File: src/rtl/aes_pkg.sv
`default_nettype none
// ============================================================================
// Module      : aes_pkg
// Description : Shared GF(2^8) helpers, state typedefs and FSM encoding for
//               the sequential MixColumns engine.
// Revision    : 1.0 - initial release
// ============================================================================
package aes_pkg;

  localparam logic [7:0] AES_POLY = 8'h1B;

  typedef logic [15:0][7:0] aes_state_t;
  typedef logic [3:0][7:0]  aes_col_t;

  typedef enum logic [1:0] {
    ST_IDLE = 2'd0,
    ST_BUSY = 2'd1,
    ST_DONE = 2'd2
  } mc_state_e;

  function automatic logic [7:0] xtime(input logic [7:0] b);
    return {b[6:0], 1'b0} ^ (b[7] ? AES_POLY : 8'h00);
  endfunction

  // Coefficients never exceed 4 bits, so three chained xtimes cover every term.
  function automatic logic [7:0] gf_mul(input logic [3:0] coef, input logic [7:0] b);
    logic [7:0] x1, x2, x3;
    x1 = xtime(b);
    x2 = xtime(x1);
    x3 = xtime(x2);
    return (coef[0] ? b  : 8'h00) ^ (coef[1] ? x1 : 8'h00) ^
           (coef[2] ? x2 : 8'h00) ^ (coef[3] ? x3 : 8'h00);
  endfunction

endpackage
`default_nettype wire

File: src/rtl/aes_mix_column_word.sv
`default_nettype none
// ============================================================================
// Module      : aes_mix_column_word
// Description : Combinational single-column (Inv)MixColumns mixer.
//               Inverse path built only when AES_MIXCOL_INV_EN is defined.
// Revision    : 1.0 - initial release
// ============================================================================
module aes_mix_column_word
  import aes_pkg::*;
(
  input  logic [31:0] col,
  input  logic        inv,
  output logic [31:0] mixed
);

  aes_col_t w_col;
  aes_col_t w_mixed;
  assign w_col = col;
  assign mixed = w_mixed;

`ifndef AES_MIXCOL_INV_EN
  logic unused_inv;
  assign unused_inv = inv;
`endif

  always_comb begin
    w_mixed = '0;
    for (int r = 0; r < 4; r++) begin
      w_mixed[r] = gf_mul(4'h2, w_col[2'(r)])     ^ gf_mul(4'h3, w_col[2'(r + 1)]) ^
                   w_col[2'(r + 2)]               ^ w_col[2'(r + 3)];
`ifdef AES_MIXCOL_INV_EN
      if (inv) begin
        w_mixed[r] = gf_mul(4'hE, w_col[2'(r)])     ^ gf_mul(4'hB, w_col[2'(r + 1)]) ^
                     gf_mul(4'hD, w_col[2'(r + 2)]) ^ gf_mul(4'h9, w_col[2'(r + 3)]);
      end
`endif
    end
  end

endmodule
`default_nettype wire

File: src/rtl/aes_mix_columns_seq.sv
`default_nettype none
// ============================================================================
// Module      : aes_mix_columns_seq
// Description : Multi-cycle MixColumns engine, COLS_PER_CYCLE columns per
//               clock, valid/ready in and out. Macro: AES_MIXCOL_INV_EN.
// Revision    : 1.0 - initial release
// ============================================================================
module aes_mix_columns_seq
  import aes_pkg::*;
#(
  parameter int COLS_PER_CYCLE = 4
) (
  input  logic         clk,
  input  logic         rst,
  input  logic         in_valid,
  output logic         in_ready,
  input  logic [127:0] in_state,
  input  logic         in_inv,
  input  logic         in_bypass,
  output logic         out_valid,
  input  logic         out_ready,
  output logic [127:0] out_state
);

  localparam int         K       = COLS_PER_CYCLE;
  localparam int         NGROUPS = (K > 0) ? 4 / K : 1;
  localparam logic [1:0] LAST    = 2'(NGROUPS - 1);

  generate
    if (K != 1 && K != 2 && K != 4) begin : g_bad_param
      $error("aes_mix_columns_seq: COLS_PER_CYCLE must be 1, 2 or 4");
    end
  endgenerate

  mc_state_e  state_q, state_d;
  aes_state_t work_q, work_d;
  logic [1:0] cnt_q, cnt_d;
  logic       byp_q, byp_d;
  logic       out_valid_q, out_valid_d;
  logic       w_inv;
  logic       w_accept;

`ifdef AES_MIXCOL_INV_EN
  logic inv_q, inv_d;
  assign w_inv = inv_q;
`else
  logic unused_in_inv;
  assign unused_in_inv = in_inv;
  assign w_inv = 1'b0;
`endif

  assign in_ready  = (state_q == ST_IDLE) || ((state_q == ST_DONE) && out_ready);
  assign w_accept  = in_valid && in_ready;
  assign out_valid = out_valid_q;
  assign out_state = work_q;

  // Column-group mux into the K mixer lanes.
  logic [3:0][31:0] w_cols;
  logic [1:0]       lane_idx [K];
  logic [31:0]      lane_col [K];
  logic [31:0]      lane_mix [K];
  assign w_cols = work_q;

  generate
    for (genvar j = 0; j < K; j++) begin : g_lane
      assign lane_idx[j] = 2'(int'(cnt_q) * K + j);
      assign lane_col[j] = w_cols[lane_idx[j]];
      aes_mix_column_word u_word (
        .col   (lane_col[j]),
        .inv   (w_inv),
        .mixed (lane_mix[j])
      );
    end
  endgenerate

  always_comb begin
    logic [3:0][31:0] cols_d;
    state_d     = state_q;
    work_d      = work_q;
    cnt_d       = cnt_q;
    byp_d       = byp_q;
    out_valid_d = out_valid_q;
`ifdef AES_MIXCOL_INV_EN
    inv_d       = inv_q;
`endif
    cols_d      = work_q;
    case (state_q)
      ST_BUSY: begin
        for (int j = 0; j < K; j++) begin
          cols_d[lane_idx[j]] = byp_q ? lane_col[j] : lane_mix[j];
        end
        work_d = cols_d;
        cnt_d  = cnt_q + 2'd1;
        if (cnt_q == LAST) begin
          state_d     = ST_DONE;
          out_valid_d = 1'b1;
          cnt_d       = 2'd0;
        end
      end
      ST_DONE: begin
        if (out_ready) begin
          state_d     = ST_IDLE;
          out_valid_d = 1'b0;
        end
      end
      default: state_d = ST_IDLE;
    endcase
    // A retire and a new accept may share one edge, so capture overrides.
    if (w_accept) begin
      work_d      = in_state;
      byp_d       = in_bypass;
      cnt_d       = 2'd0;
      state_d     = ST_BUSY;
      out_valid_d = 1'b0;
`ifdef AES_MIXCOL_INV_EN
      inv_d       = in_inv;
`endif
    end
  end

  always_ff @(posedge clk or posedge rst) begin
    if (rst) begin
      state_q     <= ST_IDLE;
      work_q      <= '0;
      cnt_q       <= 2'd0;
      byp_q       <= 1'b0;
      out_valid_q <= 1'b0;
`ifdef AES_MIXCOL_INV_EN
      inv_q       <= 1'b0;
`endif
    end else begin
      state_q     <= state_d;
      work_q      <= work_d;
      cnt_q       <= cnt_d;
      byp_q       <= byp_d;
      out_valid_q <= out_valid_d;
`ifdef AES_MIXCOL_INV_EN
      inv_q       <= inv_d;
`endif
    end
  end

endmodule
`default_nettype wire

File: config.mk
export PLATFORM = sky130hd
export DESIGN_NAME = aes_mix_columns_seq
export DESIGN_NICKNAME = d
export VERILOG_FILES = /design/src/rtl/aes_pkg.sv /design/src/rtl/aes_mix_column_word.sv /design/src/rtl/aes_mix_columns_seq.sv
export SDC_FILE = /design/constraint.sdc
export NUM_CORES = 1
export LEC_CHECK = 0
export CAP_MARGIN = 20
export CELL_PAD_IN_SITES_DETAIL_PLACEMENT = 2
export CELL_PAD_IN_SITES_GLOBAL_PLACEMENT = 2
export CORE_MARGIN = 1
export CORE_UTILIZATION = 29
export CTS_CLUSTER_DIAMETER = 30
export DETAILED_ROUTE_END_ITERATION = 6
export GPL_TIMING_DRIVEN = 1
export PLACE_DENSITY = 0.91
export SLEW_MARGIN = 20
export SYNTH_ARGS = -nofsm -noshare
export SYNTH_HDL_FRONTEND = slang
export SYNTH_SLANG_ARGS = --single-unit
File: constraint.sdc
create_clock -name clk -period 12.05 [get_ports clk]
set_input_delay 2.41 -clock clk [delete_from_list [all_inputs] [get_ports clk]]
set_output_delay 2.41 -clock clk [all_outputs]
set_load 0.005 [all_outputs]
=== After elaboration in Yosys (flattened, before gate mapping) ===
Index checks and enable logic that the tools add are counted.

* Add/sub/neg operators: 4
* Order comparisons: 6
* Eq/ne operators: 4
* Multiplexer cells: 32
* Reduce and logical (&&, ||, !) cells: 12

{| class="wikitable"
|+ Operators with widths
! kind !! count
|-
| $bwmux W128 || 3
|-
| $mux W32 || 10
|-
| $mux W128 || 2
|-
| $bmux W32 S2 || 3
|-
| $demux W32 S2 || 3
|-
| $mux W2 || 6
|-
| $lt A2 B3 Y1 const B || 3
|-
| $ge A2 B1 Y1 const B || 3
|-
| $ne A3 B3 Y1 const B || 2
|-
| $logic_and A1 B1 Y1 || 5
|-
| $add A1 B1 Y2 const AB || 2
|-
| $logic_not A2 Y1 || 2
|-
| $pmux W2 S2 || 1
|-
| $mux W1 || 3
|-
| $reduce_and A3 Y1 || 1
|-
| $reduce_bool A3 Y1 || 1
|-
| $add A1 B2 Y2 const AB || 1
|-
| $add A2 B1 Y2 const B || 1
|-
| $eq A2 B1 Y1 const B || 1
|-
| $eq A2 B2 Y1 const B || 1
|-
| $pmux W1 S2 || 1
|-
| $reduce_and A2 Y1 || 1
|-
| $reduce_bool A2 Y1 || 1
|-
| $logic_or A1 B1 Y1 || 1
|}

* Register bits: 134
* Output and inout port bits: 130
* Word-level logic and storage cells: 78

=== Depth between registers and ports, before layout ===
Gate-level depths: netlist of run 1.

* Depth in word-level cells: 10
* Depth in mapped cells: 5
* Mapped depth without buffers: 5

=== By module ===
A second synthesis of run 1 with hierarchy kept.

* Cell total of the unflattened synthesis: 576
* Area, all modules: 7986.4 µm²

{| class="wikitable"
|+ Modules (own cells, without submodules)
! module !! times used !! cells an instance !! area an instance (µm²) !! sequential area each (µm²)
|-
| aes_mix_columns_seq || 1 || 444 || 7010.5 || 3353.2
|-
| aes_mix_column_word || 4 || 33 || 244.0 || 0.0
|}

=== Worst setup path after synthesis of run 1 ===
OpenSTA, ideal clock, no wires.

* Kind: input to output
* From: in out_ready
* To: out in_ready
* Arrival: 2.593 ns
* Data required time: 9.640 ns
* Path slack: 7.047 ns
* Stages: 2
* Path through: nor2b_4 nor2_1

* Cells in the longest elaborated chain, start to end: 2

{| class="wikitable"
|+ Ends and longest elaborated chain
! element !! RTL line !! text
|-
| start: declaration || aes_mix_columns_seq.sv:21 || <nowiki>input logic out_ready,</nowiki>
|-
| $logic_and A1 B1 Y1 || aes_mix_columns_seq.sv:52 || <nowiki>assign in_ready = (state_q == ST_IDLE) || ((state_q == ST_DONE) && out_ready);</nowiki>
|-
| $logic_or A1 B1 Y1 || aes_mix_columns_seq.sv:52 ||
|-
| end: declaration || aes_mix_columns_seq.sv:16 || <nowiki>output logic in_ready,</nowiki>
|}

Every way passes these cells.

=== Worst setup path in the final report of run 1 ===
Ends and elaborated chain as after synthesis.

==> metrics.cfg, run 1 <==
[run_status]
status = finished clean

[worst_setup_path]
endpoint_kind = output port
crit_fanout = 3
max_stage_delay_ps = 530
startpoint_type = input pin
cp.arrival_ps = 3630
cp.required_ps = 9640
path_cells = clkdlybuf4s50_1, nor2b_4, nor2_1, clkdlybuf4s50_1
crit_path_top_delay_cell = clkdlybuf4s50_1
cp_common_cell = clkdlybuf4s50_1
critPathKind = input pin to output port

[route]
via_per_inst = 4.27
finalWirelength_mm = 16.7
detail_route.iter0.violations = 90
vias = 3587
route.detailed.drc = 0
antenna_left = 0
dr.pass1.iters = 3
wl_per_cell_um = 19.9

[sta]
slew_headroom = 0.365
setup_tns_ps = 0
finalHoldViolations = 0
rsz0062_at_grt = no
skew_ps = 8.29
tightest_slew_ps = 953
period_minus_slack_ps = 6040
min_period_over_period = 0.501
slew_viol_final = 0
setup_violations = 0
clock.fmax_mhz = 166

[cts]
cts_root_buffer = clkbuf_16
cts_resized = 0
cts_hold_buf = 0
clk_pin_slew_worst_paths_ps = 60
cts_tree = yes
htreeDepth = 4
insertion_delay_ps = 410
cts_sinks = 133
clockBufferDepth = 2
cts_buffers = 17
cts_setup_buffers = 0

[cells_and_area]
syn_to_final_growth_pct = 59.9
fin_util = 0.475
drive_gt1_frac = 0.284
n_fill_cell = 1778
antennaDiodeCount = 0
fin_nets = 704

[synth]
yosys_warnings = 0
syn_nets = 435
synth_seq_cells = 133
yosysSeqAreaShare = 0.595
synth_cell_types = 20
netlist_instances = 299
syn_avg_cell_area_um2 = 18.7
synth_area_um2 = 5590

[placed_design]
gp_routability_congestion = 0.684
numPortBuffers = 261
hpwl_mm = 12.3

[floorplan]
dieArea_um2 = 19900
core_area_um2 = 18800
fp.dieH_um = 141
die_x_um = 141
ioPinCount = 264
initial_utilization = 0.297
rows = 50

[grt]
grt_pass1_wl_mm = 26.0
grt_pass1_vias = 4269
track_usage = 0.175
grt-ovfl-total = 0
antenna_found_initial = 0
grt_start_max_net_pins = 69

[pwr]
leakage_nw = 3.87
ir_drop_uv = 89.0
power-per-cell-area_nw_per_um2 = 193

[min_path]
hp-class = flip-flop to flip-flop

[job]
maxCapViolations = 0

-- logic make-up after synthesis --
logic type	synth area share
fa+ha+maj	0.00447
flops	0.595
buf+inv	0.0483
simple gates	0.0114
mux	0.333
compound gates	0.00805
-- where the power goes --
group	leakage, nW	total (W)	internal (W)	switching (W)
sequential	1.56	0.000634	0.000561	0.0000734
clock	0.305	0.000562	0.000355	0.000206
combinational	2.01	0.000534	0.000379	0.000155
total	3.87	0.00173	0.00129	0.000435
-- flip-flops by register name (all words and copies together), names as in the netlist --
register   flops
out_state    128
cnt_q          2
state_q        2
out_valid      1
-- critical path: cells and delay by family --
family,cells,cell delay (ps)
buffers and inverters,2,1060
and+or+nand+nor,2,160
-- per-stage QoR --
stage	area, um^2	hold slack, ps	setup WS (ps)	std cells	power (W)
after global placement	8310	470	6020	809	0.00115
final	8940	503	6010	841	0.00173
after floorplan	5590	482	6090	299	0.000862
after CTS	8940	504	6000	841	0.00176
after detailed placement	8310	485	6000	809	0.00118
after global routing	8940	526	5970	841	0.00181
-- Yosys cell counts --
library cell,number,share of area
buf_12,11,0.039
a22o_1,2,0.0031
mux2_1,3,0.0060
nand2b_1,1,0.0011
inv_1,3,0.0020
nor2b_4,1,0.0025
nor2b_1,1,0.0011
mux2_2,21,0.042
ha_1,2,0.0045
buf_6,1,0.0020
buf_8,1,0.0027
a21o_1,1,0.0013
dfrtp_1,133,0.59
o21ai_0,4,0.0036
nor3b_4,1,0.0034
nand2_1,2,0.0013
nor2_1,3,0.0020
buf_4,1,0.0013
mux2_4,106,0.28
buf_2,1,0.00089
-- routing by layer --
layer | up-vias | track usage | wire length, um | share of wire
met1 | 1828 | 0.187 | 6260 | 0.37
met3 | 21 | 0.0550 | 1090 | 0.065
li1 | 1580 | - | - | -
met2 | 158 | 0.325 | 9130 | 0.55
met4 | 0 | 0.0566 | 261 | 0.016
met5 | - | 0 | 0 | 0
-- layout by cell type (no fill, tap or decap), types with 3 or more instances in the layout --
cell type and instances:
clkinv_4 4, inv_6 3, dfrtp_1 133, o21ai_0 4
buf_4 4, mux2_4 106, clkbuf_16 17, mux2_1 3
clkdlybuf4s50_1 261, nor2_1 3, bufinv_16 4, mux2_2 21
-- area by class of cell --
class	instances	area (um^2)	share of cell area
Clock buffer	19	443	0.0495
Clock inverter	13	196	0.0220
Inverter	3	13.8	0.00154
Multi-Input combinational cell	148	2000	0.223
Sequential cell	133	3330	0.372
Tap cell	260	325	0.0364
Timing Repair Buffer	265	2640	0.295
-- worst paths after layout --
check,endpoint,slack [ps],start,cells after the start
setup reg to reg,out_state[14]$_DFFE_PP0P_,9480,state_q[1]$_DFFE_PP0P_,5
hold reg to reg,out_state[77]$_DFFE_PP0P_,500,out_state[77]$_DFFE_PP0P_,1
max in group asynchronous,out_state[50]$_DFFE_PP0P_,8070,rst,3
min in group asynchronous,out_state[0]$_DFFE_PP0P_,2560,rst,2
hold / removal,out_state[77]$_DFFE_PP0P_,500,out_state[77]$_DFFE_PP0P_,1
setup / recovery,in_ready,6010,out_ready,4
Note: power is estimated with default switching activity, not from simulation.
==> inputs of run 2 (changes only) <==
--- a/config.mk
+++ b/config.mk
@@ -9,11 +9,11 @@
 export CELL_PAD_IN_SITES_DETAIL_PLACEMENT = 2
 export CELL_PAD_IN_SITES_GLOBAL_PLACEMENT = 2
 export CORE_MARGIN = 1
-export CORE_UTILIZATION = 29
+export CORE_UTILIZATION = 27
 export CTS_CLUSTER_DIAMETER = 30
 export DETAILED_ROUTE_END_ITERATION = 6
 export GPL_TIMING_DRIVEN = 1
-export PLACE_DENSITY = 0.91
+export PLACE_DENSITY = 0.86
 export SLEW_MARGIN = 20
 export SYNTH_ARGS = -nofsm -noshare
 export SYNTH_HDL_FRONTEND = slang
==> constraint.sdc (replaced) <==
create_clock -name clk -period 5.85 [get_ports clk]
set_input_delay 1.17 -clock clk [delete_from_list [all_inputs] [get_ports clk]]
set_output_delay 1.17 -clock clk [all_outputs]
set_load 0.005 [all_outputs]
==> metrics.cfg, run 2 (synthesis results as in run 1) <==
[cells_and_area]
antennaDiodeCount = 0  ; unchanged
fin_cells = 848  ; +0.83%
drive_gt1_frac = 0.282  ; -0.00199
syn_to_final_growth_pct = 59.3
mostFrequentLayoutCells = clkdlybuf4s50_1, dfrtp_1, mux2_4, mux2_2, clkbuf_16
largest_reg_flops = 128  ; unchanged
fin_nets = 703  ; -0.14%
mostFrequentLayoutCell = clkdlybuf4s50_1

[cts]
cts_resized = 0  ; unchanged
insertion_delay_ps = 410  ; about the same
htreeDepth = 4  ; unchanged
cts_root_buffer = clkbuf_16
cts_setup_buffers = 0  ; unchanged
clk_pin_slew_worst_paths_ps = 60  ; about the same
cts_tree = yes
cts_sinks = 133  ; unchanged
clockBufferDepth = 2  ; unchanged
cts_hold_buf = 0  ; unchanged
cts_buffers = 17  ; unchanged

[grt]
grt_pass1_vias = 4294  ; +0.59%
top_usage_layer = met2
use_met3 = 0.0555  ; +0.000459
antenna_found_initial = 0  ; unchanged
met2_usage = 0.269  ; -0.0561
grt-ovfl-total = 0  ; unchanged
track_usage = 0.163  ; -0.0124
use_met1 = 0.193  ; +0.00628
grt_pass1_wl_mm = 26.2  ; +0.74%
grt_start_max_net_pins = 98  ; +42%

[floorplan]
fp.dieH_um = 146  ; +3.6%
initial_utilization = 0.276  ; -0.0215
core_area_um2 = 20300  ; +7.8%
die_x_um = 146  ; +3.6%
dieArea_um2 = 21300  ; +7.3%
ioPinCount = 264  ; unchanged
rows = 52  ; +4.0%

[sta]
setup_violations = 0  ; unchanged
period_minus_slack_ps = 3550
skew_ps = 5.51  ; -2.78 ps
setup_tns_ps = 0  ; unchanged
timing.final.ws_setup_ps = 2300  ; -3710 ps
slew_headroom = 0.382  ; +0.0169
rsz0062_at_grt = no
min_period_over_period = 0.607
clock.fmax_mhz = 281
slew_viol_final = 0  ; unchanged
tightest_slew_ps = 927  ; -25.3 ps
finalHoldViolations = 0  ; unchanged

[worst_setup_path]
path_cells = clkdlybuf4s50_1, nor2b_4, nor2_1, clkdlybuf4s50_1
cp-startpoint = out_ready
cpLargestDelayFamily = buffers and inverters
endpoint_kind = output port
cp.required_ps = 4680  ; -4960 ps
cp_common_cell = clkdlybuf4s50_1
crit_fanout = 3  ; unchanged
crit_path_top_delay_cell = clkdlybuf4s50_1
startpoint_type = input pin
cp.arrival_ps = 2380  ; -1250 ps
cp_num_buf_inv = 2  ; unchanged
worstReg2RegStart = state_q[1]$_DFFE_PP0P_
max_stage_delay_ps = 530  ; about the same
critPathKind = input pin to output port

[run_status]
status = finished clean

[min_path]
hp-class = flip-flop to flip-flop
hp-start = out_state[64]$_DFFE_PP0P_

[pwr]
power-per-cell-area_nw_per_um2 = 390  ; +100%
ir_drop_uv = 180  ; +100%
leakage_nw = 3.85  ; -0.55%

[route]
vias = 3618  ; +0.86%
wl_per_cell_um = 19.6  ; -1.6%
detail_route.iter0.violations = 70  ; -22%
finalWirelength_mm = 16.6  ; -0.77%
route.detailed.drc = 0  ; unchanged
dr.pass1.iters = 4  ; +1
antenna_left = 0  ; unchanged
via_per_inst = 4.27  ; about the same

[placed_design]
hpwl_mm = 12.1  ; -2.0%
placed_cells = 818  ; +1.1%
place_ws_ps = 2300  ; -3700 ps
numPortBuffers = 261  ; unchanged
gp_routability_congestion = 0.811  ; +19%

[job]
maxCapViolations = 0  ; unchanged

[run 2: stage by stage]
step,hold slack (ps),power (W),util,instance area (um^2)
6_report,495,0.00348,0.439,8910
3_3_place_gp,471,0.00237,0.410,8330
3_5_place_dp,490,0.00243,0.410,8330
2_1_floorplan,482,0.00177,-,5590
4_1_cts,510,0.00354,0.439,8910
5_1_grt,524,0.00365,0.439,8910
[run 2: worst paths after layout]
| path | endpoint | slack, ps | depth (start not counted) |
|---|---|---|---|
| hold / removal | out_state[64]$_DFFE_PP0P_ | 500 | 1 |
| setup reg to reg | out_state[71]$_DFFE_PP0P_ | 3680 | 4 |
| hold reg to reg | out_state[64]$_DFFE_PP0P_ | 500 | 1 |
| setup / recovery | in_ready | 2300 | 4 |
| min in group asynchronous | out_state[30]$_DFFE_PP0P_ | 1320 | 2 |
| max in group asynchronous | out_state[29]$_DFFE_PP0P_ | 3410 | 3 |
[run 2: routing by layer]
metal | wire length, um | share of wire
met1 | 6970 | 0.42
met2 | 8130 | 0.49
met3 | 1220 | 0.073
met4 | 300 | 0.018
met5 | 0 | 0
[run 2: cell type report]
cell class | count | area, um^2
inverters | 3 | 16.3
multi-input cells | 148 | 2000
fillers | 1954 | 11400
repair buffers | 264 | 2650
flip-flops and latches | 133 | 3330
clock inverters | 13 | 160
clock buffers | 17 | 425
well taps | 270 | 338
[run 2: worst register-to-register path: stages, from the launching register on]
cell and delay (ps):
dfrtp_1 470, nor2b_4 180, nor3b_4 240, buf_4 730, mux2_4 430
[run 2: report_power, final]
group / total (W) / internal, W / switching [W] / leakage (nW)
Clock: 0.00108 / 0.000665 / 0.000411 / 0.285
Sequential: 0.00131 / 0.00116 / 0.000152 / 1.56
Combinational: 0.00110 / 0.000779 / 0.000316 / 2.01
Total: 0.00348 / 0.00260 / 0.000879 / 3.85
